### config.mk
export PLATFORM = sky130hd
export DESIGN_NAME = reg_write_arbiter_flat
export DESIGN_NICKNAME = d
export VERILOG_FILES = /design/src/rtl/reg_write_arbiter_if.sv /design/src/rtl/reg_write_arbiter.sv /design/src/flat_wrapper.sv
export SDC_FILE = /design/constraint.sdc
export NUM_CORES = 1
export LEC_CHECK = 0
export ABC_AREA = 1
export BUFFER_PORTS_ARGS = -buffer_cell sky130_fd_sc_hd__buf_2
export CAP_MARGIN = 20
export CELL_PAD_IN_SITES_DETAIL_PLACEMENT = 0
export CELL_PAD_IN_SITES_GLOBAL_PLACEMENT = 1
export CORE_MARGIN = 2
export CORE_UTILIZATION = 35
export CTS_BUF_LIST = sky130_fd_sc_hd__clkbuf_4 sky130_fd_sc_hd__clkbuf_8 sky130_fd_sc_hd__clkbuf_16
export DETAILED_ROUTE_END_ITERATION = 10
export GPL_TIMING_DRIVEN = 0
export HOLD_SLACK_MARGIN = 0.15
export PLACE_DENSITY_LB_ADDON = 0.2
export REMOVE_ABC_BUFFERS = 1
export SLEW_MARGIN = 0
export SYNTH_ARGS = -nofsm -noshare
export SYNTH_HDL_FRONTEND = slang
export SYNTH_SLANG_ARGS = --single-unit
### constraint.sdc
create_clock -name CLK -period 1.7 [get_ports CLK]
set_input_delay 0.34 -clock CLK [delete_from_list [all_inputs] [get_ports CLK]]
set_output_delay 0.34 -clock CLK [all_outputs]
set_load 0.005 [all_outputs]
### src/rtl/reg_write_arbiter_if.sv
// Register-file write port bundle: two requester handshakes plus the merged write port.
// The arbiter sits on the slave side; requesters and the register file sit on the master side.
interface reg_write_arbiter_if #(
    parameter int DATA_W = 32
);
    logic              req0_valid;
    logic [3:0]        req0_addr;
    logic [DATA_W-1:0] req0_data;
    logic              req0_ready;

    logic              req1_valid;
    logic [3:0]        req1_addr;
    logic [DATA_W-1:0] req1_data;
    logic              req1_ready;

    logic              WE3;
    logic [3:0]        A3;
    logic [DATA_W-1:0] WD3;
    logic [14:0]       pending;
    logic              drop_pc;

    modport master (
        output req0_valid, req0_addr, req0_data,
        output req1_valid, req1_addr, req1_data,
        input  req0_ready, req1_ready,
        input  WE3, A3, WD3, pending, drop_pc
    );

    modport slave (
        input  req0_valid, req0_addr, req0_data,
        input  req1_valid, req1_addr, req1_data,
        output req0_ready, req1_ready,
        output WE3, A3, WD3, pending, drop_pc
    );
endinterface

### src/rtl/reg_write_arbiter.sv
// Two-requester register-file write arbiter: one buffer slot per requester, round-robin
// between full slots, writes to register 15 (PC) are discarded with a drop_pc pulse.
module reg_write_arbiter #(
    parameter int DATA_W  = 32,
    parameter int RR_INIT = 0
) (
    input  logic             CLK,
    input  logic             RESETn,
    reg_write_arbiter_if.slave bus
);
    localparam logic [3:0] PC_ADDR = 4'hF;

    typedef enum logic {
        PRI_REQ0 = 1'b0,
        PRI_REQ1 = 1'b1
    } pri_t;

    localparam pri_t PRI_INIT = (RR_INIT == 0) ? PRI_REQ0 : PRI_REQ1;

    pri_t pri_reg;
    pri_t pri_next;

    logic [1:0]              req_valid;
    logic [1:0][3:0]         req_addr;
    logic [1:0][DATA_W-1:0]  req_data;
    logic [1:0]              req_ready;
    logic [1:0]              accept;

    logic [1:0]              slot_full_reg;
    logic [1:0]              slot_full_next;
    logic [1:0][3:0]         slot_addr_reg;
    logic [1:0][3:0]         slot_addr_next;
    logic [1:0][DATA_W-1:0]  slot_data_reg;
    logic [1:0][DATA_W-1:0]  slot_data_next;

    logic [1:0]              grant;
    logic                    any_grant;
    logic [3:0]              gnt_addr;
    logic [DATA_W-1:0]       gnt_data;
    logic [14:0]             pending_vec;

    assign req_valid = {bus.req1_valid, bus.req0_valid};
    assign req_addr  = {bus.req1_addr,  bus.req0_addr};
    assign req_data  = {bus.req1_data,  bus.req0_data};

    // Grant looks only at slot state, so ready (which depends on grant) has no path from valid.
    always_comb begin
        grant = 2'b00;
        case (slot_full_reg)
            2'b01:   grant = 2'b01;
            2'b10:   grant = 2'b10;
            2'b11:   grant = (pri_reg == PRI_REQ0) ? 2'b01 : 2'b10;
            default: grant = 2'b00;
        endcase
    end

    assign any_grant = |grant;

    always_comb begin
        gnt_addr = '0;
        gnt_data = '0;
        if (grant[0]) begin
            gnt_addr = slot_addr_reg[0];
            gnt_data = slot_data_reg[0];
        end else if (grant[1]) begin
            gnt_addr = slot_addr_reg[1];
            gnt_data = slot_data_reg[1];
        end
    end

    generate
        for (genvar gi = 0; gi < 2; gi++) begin : g_handshake
            // A slot being drained this cycle can take a new entry at the same edge.
            assign req_ready[gi] = !slot_full_reg[gi] || grant[gi];
            assign accept[gi]    = req_valid[gi] && req_ready[gi];
        end
    endgenerate

    always_comb begin
        slot_full_next = slot_full_reg;
        slot_addr_next = slot_addr_reg;
        slot_data_next = slot_data_reg;
        for (int i = 0; i < 2; i++) begin
            if (accept[i]) begin
                slot_full_next[i] = 1'b1;
                slot_addr_next[i] = req_addr[i];
                slot_data_next[i] = req_data[i];
            end else if (grant[i]) begin
                slot_full_next[i] = 1'b0;
            end
        end
    end

    always_ff @(posedge CLK or negedge RESETn) begin
        if (!RESETn) begin
            slot_full_reg <= '0;
            slot_addr_reg <= '0;
            slot_data_reg <= '0;
        end else begin
            slot_full_reg <= slot_full_next;
            slot_addr_reg <= slot_addr_next;
            slot_data_reg <= slot_data_next;
        end
    end

    always_comb begin
        pri_next = pri_reg;
        if (grant[0]) begin
            pri_next = PRI_REQ1;
        end else if (grant[1]) begin
            pri_next = PRI_REQ0;
        end
    end

    always_ff @(posedge CLK or negedge RESETn) begin
        if (!RESETn) begin
            pri_reg <= PRI_INIT;
        end else begin
            pri_reg <= pri_next;
        end
    end

    // Register 15 never appears here because the index only runs to 14.
    generate
        for (genvar gi = 0; gi < 15; gi++) begin : g_pending
            assign pending_vec[gi] = (slot_full_reg[0] && (slot_addr_reg[0] == 4'(gi))) ||
                                     (slot_full_reg[1] && (slot_addr_reg[1] == 4'(gi)));
        end
    endgenerate

    assign bus.req0_ready = req_ready[0];
    assign bus.req1_ready = req_ready[1];
    assign bus.WE3        = any_grant && (gnt_addr != PC_ADDR);
    assign bus.drop_pc    = any_grant && (gnt_addr == PC_ADDR);
    assign bus.A3         = gnt_addr;
    assign bus.WD3        = gnt_data;
    assign bus.pending    = pending_vec;
endmodule

### src/flat_wrapper.sv
// flat-port wrapper written by rule: the top's interface ports become plain ports
module reg_write_arbiter_flat 
#(
    parameter int DATA_W  = 32,
    parameter int RR_INIT = 0
)
  (CLK, RESETn, bus_req0_valid, bus_req0_addr, bus_req0_data, bus_req1_valid, bus_req1_addr, bus_req1_data, bus_req0_ready, bus_req1_ready, bus_WE3, bus_A3, bus_WD3, bus_pending, bus_drop_pc);
  reg_write_arbiter_if #(.DATA_W(DATA_W)) bus_i ();
  input  logic CLK;
  input  logic RESETn;
  input wire logic [$bits(bus_i.req0_valid)-1:0] bus_req0_valid;
  input wire logic [$bits(bus_i.req0_addr)-1:0] bus_req0_addr;
  input wire logic [$bits(bus_i.req0_data)-1:0] bus_req0_data;
  input wire logic [$bits(bus_i.req1_valid)-1:0] bus_req1_valid;
  input wire logic [$bits(bus_i.req1_addr)-1:0] bus_req1_addr;
  input wire logic [$bits(bus_i.req1_data)-1:0] bus_req1_data;
  output wire logic [$bits(bus_i.req0_ready)-1:0] bus_req0_ready;
  output wire logic [$bits(bus_i.req1_ready)-1:0] bus_req1_ready;
  output wire logic [$bits(bus_i.WE3)-1:0] bus_WE3;
  output wire logic [$bits(bus_i.A3)-1:0] bus_A3;
  output wire logic [$bits(bus_i.WD3)-1:0] bus_WD3;
  output wire logic [$bits(bus_i.pending)-1:0] bus_pending;
  output wire logic [$bits(bus_i.drop_pc)-1:0] bus_drop_pc;
  assign bus_i.req0_valid = bus_req0_valid;
  assign bus_i.req0_addr = bus_req0_addr;
  assign bus_i.req0_data = bus_req0_data;
  assign bus_i.req1_valid = bus_req1_valid;
  assign bus_i.req1_addr = bus_req1_addr;
  assign bus_i.req1_data = bus_req1_data;
  assign bus_req0_ready = bus_i.req0_ready;
  assign bus_req1_ready = bus_i.req1_ready;
  assign bus_WE3 = bus_i.WE3;
  assign bus_A3 = bus_i.A3;
  assign bus_WD3 = bus_i.WD3;
  assign bus_pending = bus_i.pending;
  assign bus_drop_pc = bus_i.drop_pc;
  reg_write_arbiter #(.DATA_W(DATA_W), .RR_INIT(RR_INIT)) u_core (.CLK(CLK), .RESETn(RESETn), .bus(bus_i));
endmodule
Yosys cells after proc, flatten, opt, wreduce, memory -nomap -nowiden
Cells that the tools add are included.
- equal/unequal tests: 33
- multiplexer cells: 11
- reductions and logical operators: 59
- operators with widths (operator ; count):
    $mux W32 ; 2
    $eq A4 B4 Y1 const B ; 15
    $logic_and A1 B1 Y1 ; 34
    $eq A4 B3 Y1 const B ; 8
    $logic_or A1 B1 Y1 ; 17
    $eq A4 B2 Y1 const B ; 4
    $eq A4 B1 Y1 const B ; 2
    $logic_not A4 Y1 ; 2
    $mux W4 ; 2
    $pmux W2 S3 ; 1
    $reduce_bool A2 Y1 ; 3
    $mux W1 ; 5
    $eq A2 B2 Y1 const B ; 2
    $ne A4 B4 Y1 const B ; 1
    $eq A2 B1 Y1 const B ; 1
    $logic_not A1 Y1 ; 2
    $mux W2 ; 1
    $reduce_or A2 Y1 ; 1
- register bits after elaboration: 75
- input bits: 76

Depth between registers and ports, before layout
Gate-level depths: netlist of the first run.
- depth in word-level cells: 6
- gate-level depth with buffers: 8
- mapped depth without buffers: 7

Worst setup path after synthesis of the first run
OpenSTA, ideal clock, no wires.
- kind: reg2out
- start: register u_core.slot_full_reg[0]
- end: output bus_WE3
- arrival: 1100 ps
- data required time: 1360 ps
- setup slack: 260 ps
- stages on the path, launching flop included: 8
- cell sequence: dfrtp_1 > buf_2 > nand2_2 > nand3_1 > nand2_1 > nand2_1 > nor2_1 > nor2_1
- longest elaborated chain between the ends: 6
- elaborated cells between the ends (all ways): 9
- ends and longest elaborated chain (element ; RTL line ; text):
    start: declaration ; reg_write_arbiter.sv:29 ; logic [1:0] slot_full_reg;
    start signal: assignment ; reg_write_arbiter.sv:100 ; slot_full_reg <= slot_full_next;
    $eq A2 B2 Y1 / $eq A2 B1 Y1 (equally long branches) ; reg_write_arbiter.sv:49 ; case (slot_full_reg)
    $pmux W2 S3 * ; reg_write_arbiter.sv:49 ;
    $mux W4 ; reg_write_arbiter.sv:65 ; end else if (grant[1]) begin
    $mux W4 * ; reg_write_arbiter.sv:62 ; if (grant[0]) begin
    via bus_A3[1] ; flat_wrapper.sv:20 ; output wire logic [$bits(bus_i.A3)-1:0] bus_A3;
    $ne A4 B4 Y1 * ; reg_write_arbiter.sv:133 ; assign bus.WE3 = any_grant && (gnt_addr != PC_ADDR);
    $logic_and A1 B1 Y1 * ; reg_write_arbiter.sv:133 ;
    end: declaration ; flat_wrapper.sv:19 ; output wire logic [$bits(bus_i.WE3)-1:0] bus_WE3;
The timed path passes the listed nets; every way through them passes the cells marked *.

Worst setup path in the final report of the first run
- start: register u_core.slot_full_reg[0]
- end: output bus_WD3[19]
- longest elaborated chain between the ends: 4
- elaborated cells between the ends (all ways): 6
- ends and longest elaborated chain (element ; RTL line ; text):
    $eq A2 B2 Y1 / $eq A2 B1 Y1 (equally long branches) ; reg_write_arbiter.sv:49 ;
    $pmux W2 S3 * ; reg_write_arbiter.sv:49 ;
    $mux W32 ; reg_write_arbiter.sv:65 ;
    $mux W32 * ; reg_write_arbiter.sv:62 ;
    end: declaration ; flat_wrapper.sv:21 ; output wire logic [$bits(bus_i.WD3)-1:0] bus_WD3;
Mark *: on every way between the ends. The rest lies on a longest branch, timed or not.

==> impl_results.html, run 1 <==
<table>
<tr><th>Metric</th><th>Value</th></tr>
<tr><th colspan="2">Final layout</th></tr>
<tr><td>Flip-flop count of the largest register after layout</td><td>64</td></tr>
<tr><td># diodes</td><td>0</td></tr>
<tr><td>Final Core Density</td><td>a little under three fifths</td></tr>
<tr><td>Fin area</td><td>between 5000 and 6000 um^2</td></tr>
<tr><td>Area added between synthesis and finish</td><td>53.07%</td></tr>
<tr><td>Fill cell instance count of the final layout</td><td>about 1000</td></tr>
<tr><td>Area taken by flip-flops and latches</td><td>approximately 1900 um^2</td></tr>
<tr><td>Fraction of final layout cells with drive strength greater than 1</td><td>between 40 and 50%</td></tr>
<tr><td>Multi-input logic area</td><td>between 2000 and 2500 um^2</td></tr>
<tr><td>Count of nets after finishing</td><td>728</td></tr>
<tr><th colspan="2">Drt</th></tr>
<tr><td>Post-route DRC violation count</td><td>0</td></tr>
<tr><td>Mean routed wirelength per cell</td><td>between 15 and 20 um</td></tr>
<tr><td>Total iterations of the first detailed-routing run</td><td>5</td></tr>
<tr><td>Via count of the routed design</td><td>4130</td></tr>
<tr><td>Detailed-route vias per instance</td><td>between 5 and 6</td></tr>
<tr><td>Count of routing violations after the opening detailed-route iteration</td><td>377</td></tr>
<tr><td>Sum of routed wire length over all layers</td><td>14.85 mm</td></tr>
<tr><td>Number of nets still failing antenna checks after routing</td><td>0</td></tr>
<tr><th colspan="2">Setup path</th></tr>
<tr><td>R2R cell count</td><td>6</td></tr>
<tr><td>CP required</td><td>roughly 1.4 ns</td></tr>
<tr><td>Worst setup EP type</td><td>output port</td></tr>
<tr><td>Endpoint of the most critical register-to-register path</td><td>u_core.slot_addr_reg[7]</td></tr>
<tr><td>R2R Setup Slk</td><td>~0.03 ns</td></tr>
<tr><td>Critical path endpoint</td><td>bus_WD3[19]</td></tr>
<tr><td>Worst path arrival time</td><td>~1.6 ns</td></tr>
<tr><td>Startpoint of the most critical register-to-register path</td><td>u_core.pri_reg</td></tr>
<tr><td>Worst Setup Path Type</td><td>reg2out</td></tr>
<tr><td>Start point of the critical path</td><td>u_core.slot_full_reg[0]</td></tr>
<tr><td>Largest fanout on the critical path</td><td>7</td></tr>
<tr><td>Startpoint type of the worst setup path</td><td>flop</td></tr>
<tr><th colspan="2">Synthesis</th></tr>
<tr><td>Sequential element share of the synthesized area</td><td>between 40% and 50%</td></tr>
<tr><td>Cell type contributing the most total cell area after synthesis</td><td>sky130_fd_sc_hd__dfrtp_1</td></tr>
<tr><td>Mapped Cells</td><td>between 400 and 500</td></tr>
<tr><td>Average cell area after synthesis</td><td>between 7 and 8 um^2</td></tr>
<tr><td>Warnings from Yosys</td><td>0</td></tr>
<tr><td>Largest cells by area after synthesis</td><td>sky130_fd_sc_hd__dfrtp_1 50%, sky130_fd_sc_hd__nand3_1 19%, sky130_fd_sc_hd__nand2_1 18%</td></tr>
<tr><td>Unique masters post-synth</td><td>16</td></tr>
<tr><td>Cell Area, Synth</td><td>roughly 3800 um^2</td></tr>
<tr><td>Number of register bits inferred by synthesis</td><td>75</td></tr>
<tr><td>Fraction of synthesized cell area taken by the top area cell type</td><td>49.82%</td></tr>
<tr><th colspan="2">Global routing</th></tr>
<tr><td>Congestion Overflow GR</td><td>0</td></tr>
<tr><td>Wire length of the first global-routing pass</td><td>~21 mm</td></tr>
<tr><td>Global-route total usage across every layer</td><td>approximately a quarter</td></tr>
<tr><td>Vias in the first global route</td><td>~4000</td></tr>
<tr><td>Maximum number of pins on one net before global-route repair</td><td>between 40 and 50</td></tr>
<tr><td>Initial antenna violation count</td><td>1</td></tr>
<tr><th colspan="2">Clocking</th></tr>
<tr><td>Maximum level of the CTS H-tree</td><td>3</td></tr>
<tr><td>Count of clock tree sinks</td><td>75</td></tr>
<tr><td>Clock transition at path regs</td><td>approximately 0.080 ns</td></tr>
<tr><td>Cell at the root of the clock tree</td><td>sky130_fd_sc_hd__clkbuf_8</td></tr>
<tr><td>Clock latency reported for the late side of the worst-skew pair</td><td>approximately 0.35 ns</td></tr>
<tr><td>Number of CTS-inserted buffers</td><td>9</td></tr>
<tr><td>Maximum clock path buffer count</td><td>2</td></tr>
<tr><td>TritonCTS clock tree</td><td>done</td></tr>
<tr><th colspan="2">Flow run</th></tr>
<tr><td>Reported max-cap violation count</td><td>0</td></tr>
<tr><th colspan="2">Floorplan</th></tr>
<tr><td>Die span in x</td><td>107.8 um</td></tr>
<tr><td>I/O pin count</td><td>approximately 130</td></tr>
<tr><td>Die outline height</td><td>approximately 110 um</td></tr>
<tr><td>Core Area</td><td>10370 um^2</td></tr>
<tr><td>Floorplan die area</td><td>approximately 12000 um^2</td></tr>
<tr><td>Initial Util</td><td>a little over a third</td></tr>
<tr><td>Placement row count</td><td>37</td></tr>
<tr><th colspan="2">STA</th></tr>
<tr><td>Max transition margin</td><td>42.16%</td></tr>
<tr><td>Final Worst Setup Slack</td><td>-0.1920 ns</td></tr>
<tr><td>Final number of hold-violating endpoints</td><td>0</td></tr>
<tr><td>Worst-case clock skew</td><td>~0.014 ns</td></tr>
<tr><td>Final number of max-transition violations</td><td>0</td></tr>
<tr><td>Period Utilization, post-route</td><td>111.3%</td></tr>
<tr><td>Setup tns final</td><td>-6.531 ns</td></tr>
<tr><td>Actual transition at the worst max-transition pin</td><td>about 0.87 ns</td></tr>
<tr><td>Final number of setup-violating endpoints</td><td>50</td></tr>
<tr><td>Upper clock frequency limit</td><td>approximately 530 MHz</td></tr>
<tr><td>Final min period</td><td>between 1.5 and 2 ns</td></tr>
<tr><td>RSZ-0062 raised after global routing</td><td>yes</td></tr>
<tr><th colspan="2">Outcome</th></tr>
<tr><td>Violations in the final reports</td><td>setup timing</td></tr>
<tr><td>Status</td><td>finished, violations left</td></tr>
<tr><th colspan="2">Place</th></tr>
<tr><td>Placed cell areas</td><td>4433 um^2</td></tr>
<tr><td>Routability congestion estimate from global placement</td><td>~0.86</td></tr>
<tr><td>Count of input and output buffers</td><td>between 100 and 150</td></tr>
<tr><td>Half-perimeter wire length after placement</td><td>6.903 mm</td></tr>
<tr><th colspan="2">Power</th></tr>
<tr><td>Sum of internal, switching and leakage power</td><td>9100 uW</td></tr>
<tr><td>Total power divided by cell area</td><td>1578 nW/um^2</td></tr>
<tr><td>Peak supply drop</td><td>0.6899 mV</td></tr>
<tr><td>Leakage power of the design</td><td>between 0.003 and 0.004 uW</td></tr>
<tr><th colspan="2">Worst hold path</th></tr>
<tr><td>Worst min-delay path startpoint</td><td>bus_req0_data[31]</td></tr>
<tr><td>Class of the tightest hold or removal check</td><td>in2reg</td></tr>
</table>
[repair_timing]
action	CTS	global route
buffers inserted	23	11
hold buffers	1	0
gates resized for setup	36	80
cloned	6	9
pin swaps	13	29
endpoints found under the setup margin	130	62
endpoints found under the hold margin	32	0
[layer usage]
| metal | global-route usage (%) | wire, um | vias up |
|---|---|---|---|
| met2 | 37.56 | 6958 | 180 |
| met1 | 32.01 | 6335 | 1945 |
| met3 | 5.569 | 1182 | 33 |
| met4 | 8.059 | 365 | 2 |
| li1 | - | - | 1970 |
| met5 | 0 | 13 | - |
[cell usage after synthesis, drive strengths merged]
library cell and number:
nand2 188, nand3 143, dfrtp 75, buf 25, nor2 17, inv 15, o22ai 15, clkbuf 13
a21oi 8
[worst min path at each step]
stage | to | cells after the start | slack, ns
finish | u_core.slot_data_reg[31] | 3 | 0.22
global route | u_core.slot_data_reg[18] | 3 | 0.21
CTS | u_core.slot_data_reg[18] | 3 | 0.21
detailed placement | u_core.slot_addr_reg[1] | 1 | 0.33
global placement | u_core.slot_data_reg[2] | 2 | 0.45
floorplan | u_core.pri_reg | 0 | 0.04
[logic make-up after synthesis]
| group | Yosys count | share of synthesized area (%) |
|---|---|---|
| flip-flops | 75 | 49.82 |
| AO/OA/AOI/OAI | 23 | 3.554 |
| buffers and inverters | 53 | 6.543 |
| AND/OR/NAND/NOR | 348 | 40.09 |
[cells in the final DEF (no fill, tap or decap), drive strengths merged]
cell type	count
a21oi	8
dlygate4sd3	1
clkbuf	18
buf	166
inv	14
clkinv	2
nand2	197
o22ai	15
dfrtp	75
nand3	144
nor2	17
[through the flow]
stage | hold slack, ns | worst slack [ns] | cells
2_1_floorplan | 0.04441 | -1.101 | 461
3_3_place_gp | 0.4540 | -2.775 | 727
3_5_place_dp | 0.3295 | -1.516 | 728
4_1_cts | 0.2064 | -0.1486 | 774
5_1_grt | 0.2084 | -0.2600 | 793
6_report | 0.2186 | -0.1920 | 793
[worst max-delay path, stage by stage, from the launching register on]
cell	delay (ns)
sky130_fd_sc_hd__dfrtp_4	0.57
sky130_fd_sc_hd__nand2_8	0.13
sky130_fd_sc_hd__buf_12	0.12
sky130_fd_sc_hd__clkbuf_16	0.14
sky130_fd_sc_hd__nand3_2	0.05
sky130_fd_sc_hd__nand2_1	0.06
sky130_fd_sc_hd__buf_2	0.13
[area by class of cell]
type,count,share of cell area (%)
multi-input combinational,381,37.73
sequential,75,32.78
timing repair buffer,170,22.02
clock buffer,15,3.363
tap,136,2.951
inverter,15,1.063
clock inverter,1,0.08679
[report_power, final]
part	leakage [uW]	internal, uW	switching (uW)
Combinational	0.00202	2160	2830
Sequential	0.000899	2290	446
Clock	0.000107	723	649
Total	0.00303	5180	3920
No activity file was read; power rests on OpenSTA's default activity.
==> inputs of run 2 (changes only) <==
--- a/config.mk
+++ b/config.mk
@@ -18,7 +18,8 @@
 export HOLD_SLACK_MARGIN = 0.15
 export PLACE_DENSITY_LB_ADDON = 0.2
 export REMOVE_ABC_BUFFERS = 1
-export SLEW_MARGIN = 0
+export SKIP_CTS_REPAIR_TIMING = 1
+export SLEW_MARGIN = 5
 export SYNTH_ARGS = -nofsm -noshare
 export SYNTH_HDL_FRONTEND = slang
 export SYNTH_SLANG_ARGS = --single-unit
==> run 2 against run 1 <==
Effect of this change:
- the run still ends with setup timing left
- global-route usage decreased by 3.6 points
- sequential power fell by 3%
- clock skew down 0.0053 ns
- routed wire length is 14% lower
- first-iteration DRC count decreased by 44%
- critical path type unchanged
- largest power group unchanged
- highest routed layer unchanged
==> impl_results.html, run 2 (synthesis gave the netlist of run 1 again) <==
<table>
<tr><th>Metric</th><th>Value</th></tr>
<tr><th colspan="2">Setup path</th></tr>
<tr><td>Startpoint type of the worst setup path</td><td>flop</td></tr>
<tr><td>Worst path arrival time</td><td>1.55 ns (about the same)</td></tr>
<tr><td>Largest fanout on the critical path</td><td>7 (unchanged)</td></tr>
<tr><td>Start point of the critical path</td><td>u_core.slot_full_reg[0]</td></tr>
<tr><td>Worst Setup Path Type</td><td>reg2out</td></tr>
<tr><td>Startpoint of the most critical register-to-register path</td><td>u_core.slot_full_reg[0]</td></tr>
<tr><td>CP required</td><td>1.36 ns (about the same)</td></tr>
<tr><td>Worst setup EP type</td><td>output port</td></tr>
<tr><td>R2R Setup Slk</td><td>0.06 ns (+0.03 ns)</td></tr>
<tr><th colspan="2">Clocking</th></tr>
<tr><td>Clock latency reported for the late side of the worst-skew pair</td><td>0.34 ns (about the same)</td></tr>
<tr><td>Count of clock tree sinks</td><td>75 (unchanged)</td></tr>
<tr><td>Number of CTS-inserted buffers</td><td>9 (unchanged)</td></tr>
<tr><td>Maximum level of the CTS H-tree</td><td>3 (unchanged)</td></tr>
<tr><td>TritonCTS clock tree</td><td>done</td></tr>
<tr><td>Cell at the root of the clock tree</td><td>sky130_fd_sc_hd__clkbuf_8</td></tr>
<tr><td>Maximum clock path buffer count</td><td>2 (unchanged)</td></tr>
<tr><td>Clock transition at path regs</td><td>0.08 ns (about the same)</td></tr>
<tr><th colspan="2">Drt</th></tr>
<tr><td>Mean routed wirelength per cell</td><td>16.32 um (-13%)</td></tr>
<tr><td>Detailed-route vias per instance</td><td>5.019 (-3.6%)</td></tr>
<tr><td>Post-route DRC violation count</td><td>0 (unchanged)</td></tr>
<tr><td>Via count of the routed design</td><td>3935 (-4.7%)</td></tr>
<tr><td>Total iterations of the first detailed-routing run</td><td>5 (unchanged)</td></tr>
<tr><td>Sum of routed wire length over all layers</td><td>12.80 mm (-14%)</td></tr>
<tr><td>Count of routing violations after the opening detailed-route iteration</td><td>212 (-44%)</td></tr>
<tr><td>Number of nets still failing antenna checks after routing</td><td>0 (unchanged)</td></tr>
<tr><th colspan="2">STA</th></tr>
<tr><td>Final number of max-transition violations</td><td>0 (unchanged)</td></tr>
<tr><td>Final number of hold-violating endpoints</td><td>0 (unchanged)</td></tr>
<tr><td>Actual transition at the worst max-transition pin</td><td>0.7622 ns (-0.1054 ns)</td></tr>
<tr><td>RSZ-0062 raised after global routing</td><td>yes</td></tr>
<tr><td>Max transition margin</td><td>49.19% (+7.0 points)</td></tr>
<tr><td>Final number of setup-violating endpoints</td><td>53 (+6.0%)</td></tr>
<tr><td>Period Utilization, post-route</td><td>111.0% (-0.25 points)</td></tr>
<tr><td>Setup tns final</td><td>-6.300 ns (+0.2305 ns)</td></tr>
<tr><td>Upper clock frequency limit</td><td>529.8 MHz (+0.23%)</td></tr>
<tr><td>Final Worst Setup Slack</td><td>-0.1876 ns (+0.004333 ns)</td></tr>
<tr><td>Worst-case clock skew</td><td>0.008740 ns (-0.005298 ns)</td></tr>
<tr><td>Final min period</td><td>1.888 ns (-0.004333 ns)</td></tr>
<tr><th colspan="2">Floorplan</th></tr>
<tr><td>Core Area</td><td>10370 um^2 (unchanged)</td></tr>
<tr><td>Placement row count</td><td>37 (unchanged)</td></tr>
<tr><td>Initial Util</td><td>36.33% (unchanged)</td></tr>
<tr><td>I/O pin count</td><td>131 (unchanged)</td></tr>
<tr><td>Floorplan die area</td><td>11610 um^2 (unchanged)</td></tr>
<tr><td>Die span in x</td><td>107.8 um (unchanged)</td></tr>
<tr><td>Die outline height</td><td>107.8 um (unchanged)</td></tr>
<tr><th colspan="2">Final layout</th></tr>
<tr><td>Flip-flop count of the largest register after layout</td><td>64 (unchanged)</td></tr>
<tr><td>Area added between synthesis and finish</td><td>39.42%</td></tr>
<tr><td>Fill cell instance count of the final layout</td><td>1134 (+10%)</td></tr>
<tr><td>Fin cells</td><td>784 (-1.1%)</td></tr>
<tr><td>Commonest non-fill, non-tap cell in the layout</td><td>sky130_fd_sc_hd__nand2_1</td></tr>
<tr><td>Count of nets after finishing</td><td>718 (-1.4%)</td></tr>
<tr><td>Fraction of final layout cells with drive strength greater than 1</td><td>33.08% (-8.2 points)</td></tr>
<tr><td>Most frequent cells in the layout</td><td>177 x sky130_fd_sc_hd__nand2_1, 135 x sky130_fd_sc_hd__nand3_1, 124 x sky130_fd_sc_hd__buf_2</td></tr>
<tr><th colspan="2">Global routing</th></tr>
<tr><td>Initial antenna violation count</td><td>2 (+1)</td></tr>
<tr><td>Congestion Overflow GR</td><td>0 (unchanged)</td></tr>
<tr><td>Wire length of the first global-routing pass</td><td>18.33 mm (-12%)</td></tr>
<tr><td>Maximum number of pins on one net before global-route repair</td><td>45 (+2.3%)</td></tr>
<tr><td>Vias in the first global route</td><td>3691 (-7.2%)</td></tr>
<tr><td>Global-route total usage across every layer</td><td>20.13% (-3.6 points)</td></tr>
<tr><th colspan="2">Place</th></tr>
<tr><td>Half-perimeter wire length after placement</td><td>7.024 mm (+1.8%)</td></tr>
<tr><td>Placed cell count</td><td>729 (+0.14%)</td></tr>
<tr><td>Routability congestion estimate from global placement</td><td>0.8627 (unchanged)</td></tr>
<tr><td>Count of input and output buffers</td><td>130 (unchanged)</td></tr>
<tr><td>Placement Setup Slack</td><td>-1.517 ns (-0.0002000 ns)</td></tr>
<tr><th colspan="2">Power</th></tr>
<tr><td>Total power divided by cell area</td><td>1518 nW/um^2 (-3.8%)</td></tr>
<tr><td>Peak supply drop</td><td>0.6773 mV (-1.8%)</td></tr>
<tr><td>Leakage power of the design</td><td>0.002875 uW (-5.1%)</td></tr>
<tr><th colspan="2">Outcome</th></tr>
<tr><td>Violations in the final reports</td><td>setup timing</td></tr>
<tr><td>Status</td><td>finished, violations left</td></tr>
<tr><th colspan="2">Worst hold path</th></tr>
<tr><td>Class of the tightest hold or removal check</td><td>in2reg</td></tr>
<tr><td>Worst min-delay path startpoint</td><td>bus_req0_data[31]</td></tr>
<tr><th colspan="2">Flow run</th></tr>
<tr><td>Reported max-cap violation count</td><td>0 (unchanged)</td></tr>
</table>
==> run 2: changes by cell type in the layout (fill, tap and decap cells not counted), moves of 4 or more <==
cell                      previous run  this run
sky130_fd_sc_hd__nand3_1           103       135
sky130_fd_sc_hd__nand3_2            36         6
sky130_fd_sc_hd__buf_4              13        25
sky130_fd_sc_hd__buf_6              17         7
sky130_fd_sc_hd__nand2_1           169       177
sky130_fd_sc_hd__nand2_2            14         6
sky130_fd_sc_hd__buf_12              7         3
sky130_fd_sc_hd__nand2_8            11         7
==> run 2: critical path: stages, from the launching register on <==
cell and delay, ns:
sky130_fd_sc_hd__dfrtp_4 0.50, sky130_fd_sc_hd__buf_12 0.16, sky130_fd_sc_hd__nand2_8 0.08, sky130_fd_sc_hd__nand3_2 0.07, sky130_fd_sc_hd__nand2_2 0.09, sky130_fd_sc_hd__nand2_2 0.06
sky130_fd_sc_hd__nor2_2 0.10, sky130_fd_sc_hd__nor2_1 0.04, sky130_fd_sc_hd__buf_2 0.12
==> run 2: final timing paths <==
| check | to | cells past startpoint |
|---|---|---|
| min | u_core.slot_data_reg[31] | 3 |
| max in group asynchronous | u_core.slot_full_reg[1] | 3 |
| min reg2reg | u_core.slot_data_reg[19] | 2 |
| max reg2reg | u_core.slot_addr_reg[7] | 7 |
| max | bus_WE3 | 8 |
| min in group asynchronous | u_core.slot_addr_reg[0] | 2 |
==> run 2: power by group <==
group | switching, uW | total (uW) | internal, uW
clock | 645 | 1370 | 723
combinational | 2280 | 3940 | 1670
sequential | 379 | 2670 | 2290
==> run 2: through the flow <==
stage,total power (uW),instance area [um^2],util (%),hold WS (ns)
2_1_floorplan,4190,3577,-,0.04441
3_3_place_gp,5393,4398,42.41,0.4540
3_5_place_dp,5479,4453,42.94,0.3296
4_1_cts,6855,4652,44.86,-0.05025
5_1_grt,8552,5253,50.65,0.2229
6_report,7974,5253,50.65,0.2222
==> run 2: layer usage <==
metal,GRT usage (%),vias up,share of wire [%]
met4,7.143,2,0.91
met5,0,-,0.10
met2,32.79,146,47
li1,-,1941,-
met1,26.60,1836,45
met3,3.995,10,6.6
==> run 2: layout make-up <==
| cell class | count | area, um^2 | area share [%] |
|---|---|---|---|
| sequential | 75 | 1887 | 35.92 |
| multi-input combinational | 376 | 1868 | 35.56 |
| timing repair buffer | 165 | 1067 | 20.32 |
| clock buffer | 15 | 193.9 | 3.692 |
| tap | 136 | 170.2 | 3.240 |
| inverter | 15 | 58.81 | 1.120 |
| clock inverter | 1 | 5.005 | 0.09528 |
| antenna | 1 | 2.502 | 0.04764 |
==> inputs of run 3 (changes only) <==
==> constraint.sdc (replaced) <==
create_clock -name CLK -period 1.7 [get_ports CLK]
set_input_delay 0.34 -clock CLK [delete_from_list [all_inputs] [get_ports CLK]]
set_output_delay 0.34 -clock CLK [all_outputs]
set_load 0.02 [all_outputs]
==> run 3 against run 2 <==
Effect of this change:
- the run still ends with setup timing left
- sequential share of layout area is 0.65 points lower
- clock power barely moved
- critical path depth is 1 lower
- routed wire length up 0.64%
- non-clock buffer count did not move
- setup slack lost 0.049 ns
- clock skew down 0.0014 ns
- critical path type unchanged
- largest cell class is now multi-input combinational cells
- largest power group unchanged
- highest routed layer unchanged
==> impl_results.html, run 3 (synthesis gave the netlist of run 1 again) <==
<table>
<tr><th>Metric</th><th>Value</th></tr>
<tr><th colspan="2">Outcome</th></tr>
<tr><td>Status</td><td>finished, violations left</td></tr>
<tr><td>Violations in the final reports</td><td>setup timing</td></tr>
<tr><th colspan="2">Setup path</th></tr>
<tr><td>Slowest cell on crit path</td><td>sky130_fd_sc_hd__dfrtp_4</td></tr>
<tr><td>Ordered cell list for the critical path</td><td>nand2_8, nand3_1, nand2_2, nand2_1, nor2_2, nor2_1, buf_4</td></tr>
<tr><td>Worst Setup Path Type</td><td>reg2out</td></tr>
<tr><td>Worst setup EP type</td><td>output port</td></tr>
<tr><td>R2R Setup Slk</td><td>0.09 ns (+0.03 ns)</td></tr>
<tr><td>Worst path arrival time</td><td>1.60 ns (+0.05 ns)</td></tr>
<tr><td>Slowest Stage Delay on Critical Path</td><td>0.58 ns (+0.08 ns)</td></tr>
<tr><td>Endpoint of the most critical register-to-register path</td><td>u_core.slot_addr_reg[7]</td></tr>
<tr><td>CP required</td><td>1.36 ns (about the same)</td></tr>
<tr><td>Startpoint of the most critical register-to-register path</td><td>u_core.slot_full_reg[0]</td></tr>
<tr><td>Largest fanout on the critical path</td><td>8 (+1)</td></tr>
<tr><td>R2R cell count</td><td>5 (-2)</td></tr>
<tr><td>Startpoint type of the worst setup path</td><td>flop</td></tr>
<tr><th colspan="2">Power</th></tr>
<tr><td>Proportion of power drawn by flip-flops and latches</td><td>30.5% (-2.9 points)</td></tr>
<tr><td>Reported net switching power</td><td>3935 uW (+19%)</td></tr>
<tr><td>Leakage power of the design</td><td>0.002882 uW (+0.25%)</td></tr>
<tr><td>Switching power as a share of total power</td><td>45.04% (+3.7 points)</td></tr>
<tr><td>Total power divided by cell area</td><td>1633 nW/um^2 (+7.6%)</td></tr>
<tr><td>Sum of internal, switching and leakage power</td><td>8735 uW (+9.5%)</td></tr>
<tr><td>Peak supply drop</td><td>0.8689 mV (+28%)</td></tr>
<tr><td>Relative contribution of combinational cells to total power</td><td>53.9% (+4.5 points)</td></tr>
<tr><td>Design internal power</td><td>4800 uW (+2.7%)</td></tr>
<tr><td>Clk pwr share</td><td>15.5% (-1.6 points)</td></tr>
<tr><th colspan="2">Place</th></tr>
<tr><td>Placed cell count</td><td>729 (unchanged)</td></tr>
<tr><td>Routability congestion estimate from global placement</td><td>0.8627 (unchanged)</td></tr>
<tr><td>Half-perimeter wire length after placement</td><td>7.024 mm (unchanged)</td></tr>
<tr><td>Placement Setup Slack</td><td>-1.517 ns (unchanged)</td></tr>
<tr><td>Count of input and output buffers</td><td>130 (unchanged)</td></tr>
<tr><td>Placed cell areas</td><td>4453 um^2 (unchanged)</td></tr>
<tr><th colspan="2">Clocking</th></tr>
<tr><td>Clock latency reported for the late side of the worst-skew pair</td><td>0.34 ns (about the same)</td></tr>
<tr><td>TritonCTS clock tree</td><td>done</td></tr>
<tr><td>Maximum clock path buffer count</td><td>2 (unchanged)</td></tr>
<tr><td>Cell at the root of the clock tree</td><td>sky130_fd_sc_hd__clkbuf_8</td></tr>
<tr><td>Clock transition at path regs</td><td>0.08 ns (about the same)</td></tr>
<tr><td>Count of clock tree sinks</td><td>75 (unchanged)</td></tr>
<tr><td>Number of CTS-inserted buffers</td><td>9 (unchanged)</td></tr>
<tr><td>Maximum level of the CTS H-tree</td><td>3 (unchanged)</td></tr>
<tr><th colspan="2">STA</th></tr>
<tr><td>Final Worst Setup Slack</td><td>-0.2364 ns (-0.04877 ns)</td></tr>
<tr><td>Final number of hold-violating endpoints</td><td>0 (unchanged)</td></tr>
<tr><td>Final number of max-transition violations</td><td>0 (unchanged)</td></tr>
<tr><td>Period Utilization, post-route</td><td>113.9% (+2.9 points)</td></tr>
<tr><td>RSZ-0062 raised after global routing</td><td>yes</td></tr>
<tr><td>Worst-case clock skew</td><td>0.007349 ns (-0.001391 ns)</td></tr>
<tr><td>Actual transition at the worst max-transition pin</td><td>0.7738 ns (+0.01161 ns)</td></tr>
<tr><td>Upper clock frequency limit</td><td>516.4 MHz (-2.5%)</td></tr>
<tr><td>Max transition margin</td><td>48.41% (-0.77 points)</td></tr>
<tr><td>Final number of setup-violating endpoints</td><td>55 (+3.8%)</td></tr>
<tr><td>Final min period</td><td>1.936 ns (+0.04876 ns)</td></tr>
<tr><th colspan="2">Drt</th></tr>
<tr><td>Post-route DRC violation count</td><td>0 (unchanged)</td></tr>
<tr><td>Total iterations of the first detailed-routing run</td><td>5 (unchanged)</td></tr>
<tr><td>Detailed-route vias per instance</td><td>5.054 (+0.69%)</td></tr>
<tr><td>Number of nets still failing antenna checks after routing</td><td>0 (unchanged)</td></tr>
<tr><td>Count of routing violations after the opening detailed-route iteration</td><td>209 (-1.4%)</td></tr>
<tr><td>Sum of routed wire length over all layers</td><td>12.88 mm (+0.64%)</td></tr>
<tr><td>Mean routed wirelength per cell</td><td>16.43 um (+0.64%)</td></tr>
<tr><td>Via count of the routed design</td><td>3962 (+0.69%)</td></tr>
<tr><th colspan="2">Floorplan</th></tr>
<tr><td>Core Area</td><td>10370 um^2 (unchanged)</td></tr>
<tr><td>Floorplan die area</td><td>11610 um^2 (unchanged)</td></tr>
<tr><td>Initial Util</td><td>36.33% (unchanged)</td></tr>
<tr><td>I/O pin count</td><td>131 (unchanged)</td></tr>
<tr><td>Die span in x</td><td>107.8 um (unchanged)</td></tr>
<tr><td>Die outline height</td><td>107.8 um (unchanged)</td></tr>
<tr><td>Placement row count</td><td>37 (unchanged)</td></tr>
<tr><th colspan="2">Global routing</th></tr>
<tr><td>Wire length of the first global-routing pass</td><td>18.33 mm (unchanged)</td></tr>
<tr><td>Congestion Overflow GR</td><td>0 (unchanged)</td></tr>
<tr><td>Initial antenna violation count</td><td>2 (unchanged)</td></tr>
<tr><td>Global-route total usage across every layer</td><td>20.13% (unchanged)</td></tr>
<tr><td>Vias in the first global route</td><td>3691 (unchanged)</td></tr>
<tr><td>Maximum number of pins on one net before global-route repair</td><td>45 (unchanged)</td></tr>
<tr><th colspan="2">Worst hold path</th></tr>
<tr><td>Hold Path Stages</td><td>3 (unchanged)</td></tr>
<tr><td>Endpoint of the worst hold-timing path</td><td>u_core.slot_data_reg[10]</td></tr>
<tr><td>Worst min-delay path startpoint</td><td>bus_req0_data[10]</td></tr>
<tr><td>Class of the tightest hold or removal check</td><td>in2reg</td></tr>
<tr><th colspan="2">Final layout</th></tr>
<tr><td>Fraction of final layout cells with drive strength greater than 1</td><td>33.69% (+0.62 points)</td></tr>
<tr><td>Final Core Density</td><td>51.58% (+0.93 points)</td></tr>
<tr><td>Commonest non-fill, non-tap cell in the layout</td><td>sky130_fd_sc_hd__nand2_1</td></tr>
<tr><td>Most frequent cells in the layout</td><td>175 x sky130_fd_sc_hd__nand2_1, 136 x sky130_fd_sc_hd__nand3_1, 100 x sky130_fd_sc_hd__buf_2</td></tr>
<tr><td>Fin area</td><td>5349 um^2 (+1.8%)</td></tr>
<tr><td>Flip-flop count of the largest register after layout</td><td>64 (unchanged)</td></tr>
<tr><td>Fin cells</td><td>784 (unchanged)</td></tr>
<tr><td>Fill cell instance count of the final layout</td><td>1117 (-1.5%)</td></tr>
<tr><td>Count of nets after finishing</td><td>718 (unchanged)</td></tr>
<tr><td>Area added between synthesis and finish</td><td>41.98%</td></tr>
<tr><th colspan="2">Flow run</th></tr>
<tr><td>Reported max-cap violation count</td><td>0 (unchanged)</td></tr>
</table>
## run 3: cell counts in the layout (fill, tap and decap cells not counted)
No cell type changed its count.
## run 3: critical path, delay by kind of cell (launching register included)
family	cells	cell delay, ns
and+or+nand+nor	6	0.52
DFF	1	0.58
buffers and inverters	1	0.15
## run 3: how the worst max path moves through the flow
stage | from | endpoint | slack (ns) | cells after the start
after floorplan | u_core.slot_full_reg[0] | u_core.slot_addr_reg[4] | -1.20 | 3
after detailed placement | u_core.slot_full_reg[1] | u_core.slot_addr_reg[4] | -1.52 | 3
after global routing | u_core.slot_full_reg[0] | bus_pending[3] | -0.33 | 4
final | u_core.slot_full_reg[1] | bus_WE3 | -0.24 | 7
after global placement | u_core.slot_full_reg[1] | u_core.slot_addr_reg[7] | -2.78 | 3
after CTS | u_core.slot_full_reg[1] | u_core.slot_addr_reg[4] | -1.54 | 4
## run 3: per-layer routing
layer  GRT usage [%]  wire length [um]
met3           3.995               946
met4           7.143               172
met2           32.79              6210
met1           26.60              5536
met5               0                13
## run 3: final cells by class
type / count / area (um^2) / area share (%)
sequential: 75 / 1887 / 35.27
timing repair buffer: 165 / 1134 / 21.19
antenna: 1 / 2.502 / 0.04678
clock inverter: 1 / 5.005 / 0.09357
clock buffer: 15 / 193.9 / 3.626
multi-input combinational: 376 / 1898 / 35.49
tap: 136 / 170.2 / 3.181
inverter: 15 / 58.81 / 1.099
## run 3: power by group through the flow
stage,Combinational (uW),Clock (uW),Sequential (uW)
after detailed placement,3320,0,2770
after global routing,5090,1480,2740
final,4710,1360,2670
after CTS,3330,1400,2740
after global placement,3180,0,2830
after floorplan,2110,0,2680
## run 3: through the flow
step	TNS (ns)	hold WS, ns
floorplan	-96.74	0.04441
global placement	-275.66	0.4540
detailed placement	-126.20	0.3296
CTS	-149.56	-0.05025
global route	-12.16	0.2229
finish	-8.298	0.2219
